[src/rtl/mc_controller.sv]
// Multi-cycle MIPS control unit: sequences fetch/decode/execute/memory/write-back
// with a configurable memory wait, illegal-opcode flagging and a retire counter.
module mc_controller #(
    parameter int MEM_LAT = 0,
    parameter int CNT_W   = 32
) (
    input  logic             clk,
    input  logic             reset,
    input  logic [5:0]       op,
    input  logic [5:0]       Fu,
    input  logic             zero,
    output logic             PCWrite,
    output logic             PCWriteCond,
    output logic [1:0]       PCSrc,
    output logic             IRWrite,
    output logic             MemRead,
    output logic             MemWrite,
    output logic             RegWrite,
    output logic [1:0]       RegDst,
    output logic [1:0]       MemtoReg,
    output logic             ALUSrc,
    output logic [2:0]       ALUOp,
    output logic             EXTOp,
    output logic [3:0]       state,
    output logic             illegal,
    output logic [CNT_W-1:0] retired
);

    typedef enum logic [3:0] {
        S_FETCH  = 4'd0,  S_DECODE = 4'd1,  S_MEMADR = 4'd2,  S_MEMRD = 4'd3,
        S_WBMEM  = 4'd4,  S_MEMWR  = 4'd5,  S_EXER   = 4'd6,  S_EXEI  = 4'd7,
        S_WBALU  = 4'd8,  S_BRANCH = 4'd9,  S_JAL    = 4'd10, S_JR    = 4'd11
    } state_t;

    typedef enum logic [3:0] {
        C_NONE, C_LW, C_SW, C_ADDU, C_SUBU, C_ORI, C_LUI, C_BEQ, C_JAL, C_JR, C_ILL
    } class_t;

    localparam logic [3:0] LAT = 4'(MEM_LAT);

    state_t           state_reg, state_next;
    class_t           class_reg, class_next, decoded;
    logic [3:0]       wait_reg, wait_next;
    logic [CNT_W-1:0] retired_reg;
    logic             wait_done;
    logic             retire;
    logic             unused;

    // The branch condition is resolved in the datapath; the controller only strobes.
    assign unused    = zero;
    assign wait_done = (wait_reg == LAT);
    assign state     = state_reg;
    assign retired   = retired_reg;

    always_comb begin
        decoded = C_ILL;
        case (op)
            6'b000000: begin
                case (Fu)
                    6'b100001: decoded = C_ADDU;
                    6'b100011: decoded = C_SUBU;
                    6'b001000: decoded = C_JR;
                    default:   decoded = C_ILL;
                endcase
            end
            6'b100011: decoded = C_LW;
            6'b101011: decoded = C_SW;
            6'b001101: decoded = C_ORI;
            6'b001111: decoded = C_LUI;
            6'b000100: decoded = C_BEQ;
            6'b000011: decoded = C_JAL;
            default:   decoded = C_ILL;
        endcase
    end

    always_comb begin
        state_next = state_reg;
        class_next = class_reg;
        case (state_reg)
            S_FETCH:  if (wait_done) state_next = S_DECODE;
            S_DECODE: begin
                class_next = decoded;
                case (decoded)
                    C_LW, C_SW:     state_next = S_MEMADR;
                    C_ADDU, C_SUBU: state_next = S_EXER;
                    C_ORI, C_LUI:   state_next = S_EXEI;
                    C_BEQ:          state_next = S_BRANCH;
                    C_JAL:          state_next = S_JAL;
                    C_JR:           state_next = S_JR;
                    default:        state_next = S_FETCH;
                endcase
            end
            S_MEMADR: state_next = (class_reg == C_SW) ? S_MEMWR : S_MEMRD;
            S_MEMRD:  if (wait_done) state_next = S_WBMEM;
            S_MEMWR:  if (wait_done) state_next = S_FETCH;
            S_EXER:   state_next = S_WBALU;
            S_EXEI:   state_next = S_WBALU;
            default:  state_next = S_FETCH;
        endcase
    end

    // Only the waiting states ever hold, so holding means "count one more cycle".
    assign wait_next = (state_next == state_reg) ? wait_reg + 4'd1 : 4'd0;
    assign retire    = (state_next == S_FETCH) &&
                       (state_reg inside {S_WBMEM, S_MEMWR, S_WBALU, S_BRANCH, S_JAL, S_JR});

    always_ff @(posedge clk) begin
        if (!reset) begin
            state_reg   <= S_FETCH;
            class_reg   <= C_NONE;
            wait_reg    <= 4'd0;
            retired_reg <= '0;
        end else begin
            state_reg <= state_next;
            class_reg <= class_next;
            wait_reg  <= wait_next;
            if (retire) retired_reg <= retired_reg + CNT_W'(1);
        end
    end

    always_comb begin
        PCWrite     = 1'b0;
        PCWriteCond = 1'b0;
        PCSrc       = 2'b00;
        IRWrite     = 1'b0;
        MemRead     = 1'b0;
        MemWrite    = 1'b0;
        RegWrite    = 1'b0;
        RegDst      = 2'b00;
        MemtoReg    = 2'b00;
        ALUSrc      = 1'b0;
        ALUOp       = 3'b000;
        EXTOp       = 1'b0;
        illegal     = 1'b0;
        if (reset) begin
            case (state_reg)
                S_FETCH: begin
                    IRWrite = wait_done;
                    PCWrite = wait_done;
                end
                S_DECODE: illegal = (decoded == C_ILL);
                S_MEMADR: begin
                    ALUSrc = 1'b1;
                    ALUOp  = 3'b010;
                end
                S_MEMRD: MemRead = 1'b1;
                S_WBMEM: begin
                    RegWrite = 1'b1;
                    MemtoReg = 2'b01;
                end
                S_MEMWR: MemWrite = 1'b1;
                S_EXER:  ALUOp = (class_reg == C_SUBU) ? 3'b011 : 3'b010;
                S_EXEI: begin
                    ALUSrc = 1'b1;
                    if (class_reg == C_LUI) begin
                        ALUOp = 3'b111;
                    end else begin
                        ALUOp = 3'b001;
                        EXTOp = 1'b1;
                    end
                end
                S_WBALU: begin
                    RegWrite = 1'b1;
                    if (class_reg == C_ADDU || class_reg == C_SUBU) RegDst = 2'b01;
                    if (class_reg == C_LUI) MemtoReg = 2'b10;
                end
                S_BRANCH: begin
                    ALUOp       = 3'b011;
                    PCWriteCond = 1'b1;
                    PCSrc       = 2'b01;
                end
                S_JAL: begin
                    RegWrite = 1'b1;
                    RegDst   = 2'b10;
                    MemtoReg = 2'b11;
                    PCWrite  = 1'b1;
                    PCSrc    = 2'b10;
                end
                S_JR: begin
                    PCWrite = 1'b1;
                    PCSrc   = 2'b11;
                end
                default: ;
            endcase
        end
    end

endmodule

[config.mk]
export PLATFORM = sky130hd
export DESIGN_NAME = mc_controller
export DESIGN_NICKNAME = d
export VERILOG_FILES = /design/src/rtl/mc_controller.sv
export SDC_FILE = /design/constraint.sdc
export NUM_CORES = 1
export LEC_CHECK = 0
export CAP_MARGIN = 10
export CORE_ASPECT_RATIO = 0.75
export CORE_MARGIN = 4
export CORE_UTILIZATION = 25
export CTS_CLUSTER_DIAMETER = 40
export CTS_CLUSTER_SIZE = 28
export DETAILED_ROUTE_END_ITERATION = 16
export HOLD_SLACK_MARGIN = 0.1
export PLACE_DENSITY = 0.43
export SLEW_MARGIN = 20
export SYNTH_ARGS = -nofsm -noshare
export SYNTH_HDL_FRONTEND = slang
export SYNTH_SLANG_ARGS = --single-unit
export TNS_END_PERCENT = 50
[constraint.sdc]
create_clock -name clk -period 2.5 [get_ports clk]
set_input_delay 0.25 -clock clk [delete_from_list [all_inputs] [get_ports clk]]
set_output_delay 0.25 -clock clk [all_outputs]
set_load 0.1 [all_outputs]
# ---- Word-level counts from Yosys, hierarchy flattened
# Memories as Yosys holds them, arrays and structs flattened.
# Cells that the tools add are included.
dict set report word_totals {
  register_bits 44
  latchBits 0
  ram_bits 0
  romBits 64
  input_bits 15
  out_inout_bits 54
  elab_cells 83
  mem_count 1
}
dict set report op_classes {
  n_addsub 2
  mul 0
  div_mod_pow 0
  magnitude_cmp 0
  n_eq_ne 26
  shift 0
  n_mux 38
  bitwise_logic 0
  reduce_logical 12
}
# memory depth width rd rd_clocked_by_memory_dff write_ports line
set mem_list {}
lappend mem_list {{(name not given)} 16 4 1 0 0 83} ;# case (decoded)
# operator count
set op_table {}
lappend op_table {{32-bit by 1-bit adder with 32-bit output, second input constant} 1}
lappend op_table {{4-bit one-hot mux with 7 select lines} 1}
lappend op_table {{4-bit by 3-bit == test with 1-bit output, second input constant} 6}
lappend op_table {{6-bit == test, second input constant} 4}
lappend op_table {{4-bit one-hot mux with 6 select lines} 1}
lappend op_table {{4-bit == test, second input constant} 5}
lappend op_table {{1-bit two-way mux} 20}
lappend op_table {{6-bit by 4-bit == test with 1-bit output, second input constant} 3}
lappend op_table {{4-bit by 2-bit == test with 1-bit output, second input constant} 4}
lappend op_table {{4-bit zero test} 3}
lappend op_table {{4-bit two-way mux} 3}
lappend op_table {{2-bit one-hot mux with 3 select lines} 2}
lappend op_table {{3-bit one-hot mux with 4 select lines} 1}
lappend op_table {{4-bit one-hot mux with 3 select lines} 1}
lappend op_table {{3-bit two-way mux} 3}
lappend op_table {{2-bit two-way mux} 4}
lappend op_table {{6-bit by 2-bit == test with 1-bit output, second input constant} 1}
lappend op_table {{6-bit by 3-bit == test with 1-bit output, second input constant} 1}
lappend op_table {{6-bit zero test} 1}
lappend op_table {{6-bit nonzero test} 1}
lappend op_table {{2-bit OR reduction} 3}
lappend op_table {{4-bit by 1-bit adder with 4-bit output, second input constant} 1}
lappend op_table {{4-bit by 1-bit == test with 1-bit output, second input constant} 1}
lappend op_table {{4-bit == test} 1}
lappend op_table {{other kinds (6)} 6}

# ---- Longest topological paths before layout
# Gate-level depths: netlist (run 1).
# An unclocked memory read counts as a cell.
dict set report depth {
  word_depth 7
  mapped_depth 9
  depth_no_buf 8
}

# ---- Least setup slack after synthesis (run 1)
# No wires, ideal clock.
dict set report synth_path {
  path_kind {reg2out}
  from {register state_reg[0] (netlist: state[0])}
  to {output PCWrite}
  arrival_ns 4.960
  setup_slack_ns -2.710
  path_stages_with_launch 6
  n_path_buf 1
  cell_sequence {dfxtp_1 -> buf_6 -> inv_1 -> nand2_1 -> nor4bb_1 -> or2_2}
}
dict set report synth_between {
  elab_chain_cells 4
}
# item line
set synth_lines {}
lappend synth_lines {{start, declared} 41} ;# state_t state_reg, state_next;
lappend synth_lines {{start signal, assigned} 114} ;# state_reg <= state_next;
lappend synth_lines {{4-bit == test} 136} ;# case (state_reg)
lappend synth_lines {{2-bit OR reduction (no source line)} -}
lappend synth_lines {{1-bit one-hot mux with 2 select lines (*)} 136}
lappend synth_lines {{1-bit two-way mux (*)} 135} ;# if (reset) begin
lappend synth_lines {{end, declared} 12} ;# output logic PCWrite,
# Mark *: on every way between the ends. The rest lies on a longest branch, timed or not.

# ---- Final worst setup path (run 1)
dict set report layout_path {
  from {input op[4]}
  to {output illegal}
}
dict set report layout_between {
  elab_chain_cells 5
}
# item line
set layout_lines {}
lappend layout_lines {{start, declared} 9} ;# input logic [5:0] op,
lappend layout_lines {{6-bit by 2-bit == test with 1-bit output (tied with other cells)} 57} ;# case (op)
lappend layout_lines {{4-bit one-hot mux with 7 select lines (*)} 57}
lappend layout_lines {{4-bit == test (*)} 141} ;# S_DECODE: illegal = (decoded == C_ILL);
lappend layout_lines {{1-bit two-way mux (*)} 136}
lappend layout_lines {{1-bit two-way mux (*)} 135}
lappend layout_lines {{end, declared} 25} ;# output logic illegal,
# Marks and branches as above.

==> metrics, run 1 <==
post-DR vias/cell=4.719; synth warn=0; clk_lat worst skew=290 ps; async set-or-reset flop fraction in the synthesized netlist=0; ant diodes=0; CTS root buf=clkbuf_16; Final period util=0.9750; H-tree depth=2; Finished Cell Area=0.004184 mm²; Peak VDD IR=496.9 µV; total gr overflow=0; top cell type by total area after synthesis=dfxtp_1; vias in the first global route=2,480; Setup crit start kind=primary input; TritonCTS Buffers=5; CTS clk-pin slew, worst paths=60 ps; drt total wl=7.981 mm; initial drt markers=105; TritonCTS clock tree=yes; Synth-to-Final Area Change=53.96%; cts hold-fix bufs=0; post-synthesis cell area=0.002718 mm²; R2R Setup Slk=240 ps; status=complete, no violations; RSZ-0062 raised after global routing=false; Initial Util=0.2601; DR WL/cell=14.48 µm; Largest register FFs=32; Final setup viols=0; maximum fanout along the worst path=6; Synth Flop Type=dfxtp_1; Final min period=2437 ps; type of the worst min-delay path=register to register; Residual DRC=0; max_slew headroom=0.6749; post-synth net total=347; Max Slew Vio Count=0; PwrDens=623.2 mW/mm²; worst path arrival time=2190 ps; flops & latches, synth=44; Die W=128.4 µm; die height=98.30 µm; layout cells sized above 1=0.3590; core area=0.01045 mm²; global-route usage over all layers=0.1284; setup TNS=0 ps; First-pass DRT Iterations=5; Final Hold Fails=0; Die Area=0.01262 mm²; Post-CTS Setup Bufs=0; Max Cap Violations=0; EDFF count, synth=0; clock sinks=44; post-DP HPWL=6.001 mm; PortBufs=67; largest net degree at the start of global routing=49; vias=2,600; Placed Area=0.003933 mm²; kind of critical path=primary input to output port; WP data required=2250 ps; Yosys top cell area share=0.3241; initial antenna violation count=0; Top Ports=69; Routability Congestion=0.7542; Worst Setup End Kind=output port; fmax=410.3 MHz; Worst Max-Slew Pin Slew=486.6 ps; post-synthesis cell type count=62; synth top area cells=dfxtp_1 32%, xor2_1 5.5%, and2_1 5.1%; CTS Buffer Depth=2; post-synthesis sequential area ratio=0.3241; antenna-violating nets left=0; Cell Rows=32; first-pass GRT wire length=13.14 mm; Final Skew=8.207 ps; syn avg cell area=8.260 µm²; Final #Nets=432; Mapped Cells=329; Leak=1.632 nW
==> repair_timing <==
| action | 4_1_cts | 5_1_grt |
|---|---|---|
| gates resized for setup | 3 | 12 |
| pin swaps | 0 | 2 |
| setup endpoints to repair | 1 | 7 |
==> layout make-up <==
class,count,area [µm²]
fill,1061,6266
multi-input combinational,257,1897
timing repair buffer,93,974.7
sequential,44,912.1
tap,136,170.2
clock buffer,6,138.9
inverter,13,52.55
clock inverter,2,38.79
==> worst max-delay path: stages <==
cell and delay (ps):
clkdlybuf4s50_1 470, or4_4 440, a311oi_4 310, a311oi_4 110, buf_4 180, nor3_4 220
buf_12 200
==> kinds of logic (layout without fill, tap and decap cells) <==
logic type | after synthesis | after routing | synth area share
adder cells (fa/ha/maj) | 4 | 4 | 0.01750
AO/OA/AOI/OAI | 53 | 53 | 0.1538
AND/OR/NAND/NOR | 168 | 168 | 0.3518
XOR/XNOR | 30 | 30 | 0.09668
buffers and inverters | 28 | 114 | 0.04880
multiplexers | 2 | 2 | 0.007367
flip-flops | 44 | 44 | 0.3241
==> cells in the final DEF, fill, tap and decap left out, drive strengths merged, types with 13 or more instances in the layout <==
cell,count
nor3,17
nand3,13
dfxtp,44
nand2,30
xor2,17
buf,80
xnor2,13
and2,23
nor2,17
==> Yosys cell counts, types with 8 or more instances <==
cell type and instances:
dfxtp_1 44, nand2_1 30, and2_1 22, nor2_1 17, xor2_1 17, nor3_1 16
inv_1 13, nand3_1 13, xnor2_1 13, nand4_1 12, o21ai_0 12, clkbuf_1 10
nor2b_1 10, and3_1 8, or3_1 8
==> path summary, 6_finish.rpt <==
check | from | end | depth (start not counted)
worst max register to register | wait_reg[0]$_SDFF_PN0_ | retired[16]$_SDFFE_PN0P_ | 8
worst max-delay path | op[4] | illegal | 7
worst min register to register | wait_reg[0]$_SDFF_PN0_ | wait_reg[0]$_SDFF_PN0_ | 1
worst min-delay path | wait_reg[0]$_SDFF_PN0_ | wait_reg[0]$_SDFF_PN0_ | 1
==> power breakdown <==
part | switching [mW] | internal [mW]
Sequential | 0.110 | 0.753
Clock | 0.280 | 0.501
Combinational | 0.588 | 0.376
Total | 0.978 | 1.63
==> per-stage QoR <==
stage | power, mW | worst slack [ps] | hold WS, ps | std cells | util
2_1_floorplan | 1.546 | -231.4 | 450.0 | 329 | -
3_3_place_gp | 1.833 | -123.1 | 486.3 | 543 | 0.3763
3_5_place_dp | 1.830 | -114.1 | 487.7 | 543 | 0.3763
4_1_cts | 2.631 | 3.875 | 496.4 | 551 | 0.3937
5_1_grt | 2.754 | 2.901 | 509.1 | 551 | 0.4004
6_report | 2.608 | 62.55 | 496.3 | 551 | 0.4004
==> layer usage <==
metal | wire length, µm | vias up | track usage
met1 | 4370 | 1202 | 0.2067
met2 | 3138 | 52 | 0.1645
met3 | 452 | 2 | 0.04046
met5 | 0 | - | 0
li1 | - | 1344 | -
met4 | 20 | 0 | 0.01958
Note: power is estimated with default switching activity, not from simulation.
==> inputs of run 2 (changes only) <==
--- a/config.mk
+++ b/config.mk
@@ -14,7 +14,7 @@
 export DETAILED_ROUTE_END_ITERATION = 16
 export HOLD_SLACK_MARGIN = 0.1
 export PLACE_DENSITY = 0.43
-export SLEW_MARGIN = 20
+export SLEW_MARGIN = 40
 export SYNTH_ARGS = -nofsm -noshare
 export SYNTH_HDL_FRONTEND = slang
 export SYNTH_SLANG_ARGS = --single-unit
==> results of run 2 <==
Final layout, timing and power as in run 1 (identical DEF).
==> inputs of run 3 (changes only) <==
--- a/config.mk
+++ b/config.mk
@@ -8,12 +8,12 @@
 export CAP_MARGIN = 10
 export CORE_ASPECT_RATIO = 0.75
 export CORE_MARGIN = 4
-export CORE_UTILIZATION = 25
+export CORE_UTILIZATION = 40
 export CTS_CLUSTER_DIAMETER = 40
 export CTS_CLUSTER_SIZE = 28
 export DETAILED_ROUTE_END_ITERATION = 16
 export HOLD_SLACK_MARGIN = 0.1
-export PLACE_DENSITY = 0.43
+export PLACE_DENSITY = 0.64
 export SLEW_MARGIN = 40
 export SYNTH_ARGS = -nofsm -noshare
 export SYNTH_HDL_FRONTEND = slang
==> run 3 against run 2 <==
Via count up 2.6%. Maximum frequency fell by 2.1%. Final area fell by 3.9%. Flip-flop and latch count stayed put. Routed wire length decreased by 7.9%. Worst setup slack got worse by 53 ps. Sequential power decreased by 2%. Critical path type unchanged. Hold slack improved by 4.4 ps.
==> metrics, run 3 (synthesis results as in run 1) <==
die height=79.39 µm (-19%); Sequential Area=912.1 µm² (unchanged); ant diodes=0 (unchanged); Largest delay share family, worst path=buffers and inverters; Die W=103.2 µm (-20%); Residual DRC=0 (unchanged); DR WL/cell=14.79 µm (+2.1%); layout cells sized above 1=0.3558 (-0.003267); initial antenna violation count=0 (unchanged); Multi-input gate area=0.001868 mm² (-1.5%); CTS clk-pin slew, worst paths=90 ps (+30 ps); largest net degree at the start of global routing=29 (-41%); type of the worst min-delay path=register to register; clock sinks=44 (unchanged); Final #Nets=433 (+0.23%); Top Ports=69 (unchanged); fmax=401.6 MHz (-2.1%); core area=0.006444 mm² (-38%); PwrDens=594.9 mW/mm² (-4.5%); fillers=594 (-44%); Max Cap Violations=0 (unchanged); maximum fanout along the worst path=3 (-3); cts hold-fix bufs=0 (unchanged); setup TNS=0 ps (unchanged); H-tree depth=2 (unchanged); commonest non-fill, non-tap cell in the layout=buf_4; total gr overflow=0 (unchanged); clk_lat worst skew=300 ps (about the same); TritonCTS clock tree=yes; PortBufs=67 (unchanged); Largest register FFs=32 (unchanged); post-DP HPWL=5.678 mm (-5.4%); First-pass DRT Iterations=5 (unchanged); most used cell, CP=buf_4; Leak=1.597 nW (-2.2%); post-layout util=0.6243 (+0.2239); CP Cell Sequence=clkdlybuf4s50_1, and3b_2, buf_4, and3_1, a31oi_1, buf_4, nand3_1, nor3_4, buf_12; Setup crit start kind=primary input; Max Slew Vio Count=0 (unchanged); first-pass GRT wire length=12.36 mm (-6.0%); slowest stage delay, CP=460 ps (about the same); RSZ-0062 raised after global routing=true; drt total wl=7.350 mm (-7.9%); Slowest cell on crit path=clkdlybuf4s50_1; Final Hold Fails=0 (unchanged); Final min period=2490 ps (+52.87 ps); status=complete, no violations; kind of critical path=primary input to output port; CTS root buf=clkbuf_8; vias=2,667 (+2.6%); WP data required=2250 ps (about the same); total chip power=2.393 mW (-8.2%); worst path arrival time=2240 ps (+50 ps); post-DR vias/cell=5.366 (+14%); antenna-violating nets left=0 (unchanged); Synth-to-Final Area Change=48.02%; Final Skew=9.092 ps (+0.8844 ps); Die Area=0.008191 mm² (-35%); Worst Setup End Kind=output port; Cell Rows=25 (-22%); max_slew headroom=0.6984 (+0.02354); Peak VDD IR=664.0 µV (+34%); Final setup viols=0 (unchanged); most frequent cells in the layout=63 x buf_4, 28 x nand2_1, 27 x dfxtp_1; WP buf/inv=4 (+1); Initial Util=0.4217 (+0.1617); Final period util=0.9961 (+0.02115); initial drt markers=130 (+24%); global-route usage over all layers=0.1866 (+0.05813); CTS Buffer Depth=2 (unchanged); TritonCTS Buffers=5 (unchanged); Routability Congestion=0.7894 (+4.7%); Worst Max-Slew Pin Slew=446.1 ps (-40.55 ps); vias in the first global route=2,514 (+1.4%)
==> run 3: layout make-up <==
class,count,area share
Multi-Input combinational cell,257,0.4644
Timing Repair Buffer,94,0.2404
Sequential cell,44,0.2267
Tap cell,81,0.02519
Clock buffer,6,0.02053
Inverter,13,0.01306
Clock inverter,2,0.009642
==> run 3: final timing paths <==
| check | depth (start not counted) | startpoint | slack [ps] | endpoint |
|---|---|---|---|---|
| setup / recovery | 9 | Fu[3] | 10 | illegal |
| hold / removal | 2 | retired[14]$_SDFFE_PN0P_ | 500 | retired[14]$_SDFFE_PN0P_ |
| setup reg to reg | 9 | wait_reg[0]$_SDFF_PN0_ | 220 | retired[31]$_SDFFE_PN0P_ |
| hold reg to reg | 2 | retired[14]$_SDFFE_PN0P_ | 500 | retired[14]$_SDFFE_PN0P_ |
==> run 3: tightest hold or removal path, stage by stage (launching register included) <==
cell      delay (ps)
dfxtp_2          340
o21ai_0           60
a21boi_0          70
==> run 3: repair_timing <==
action / CTS / global route
setup buffers: 0 / 0
resized for setup: 4 / 6
endpoints found under the setup margin: 1 / 5
==> run 3: where the power goes <==
part / internal (mW) / leakage [nW] / switching (mW)
Sequential: 0.752 / 0.365 / 0.0943
Clock: 0.327 / 0.0614 / 0.257
Combinational: 0.369 / 1.17 / 0.594
Total: 1.45 / 1.60 / 0.945
==> run 3: layer usage <==
| layer | wire [µm] | global-route usage |
|---|---|---|
| met4 | 49 | 0.03622 |
| met3 | 483 | 0.04105 |
| met1 | 3756 | 0.2953 |
| met5 | 0 | 0 |
| met2 | 3061 | 0.2548 |
==> run 3: through the flow <==
stage	cell area [µm²]	std cells	worst slack, ps	hold WS (ps)
after floorplan	2889	329	-231.4	450.0
after global placement	3859	489	-126.4	476.9
after detailed placement	3859	489	-243.8	494.0
after CTS	3988	497	0.4525	507.9
after global routing	4023	497	-65.65	532.5
final	4023	497	9.680	500.7
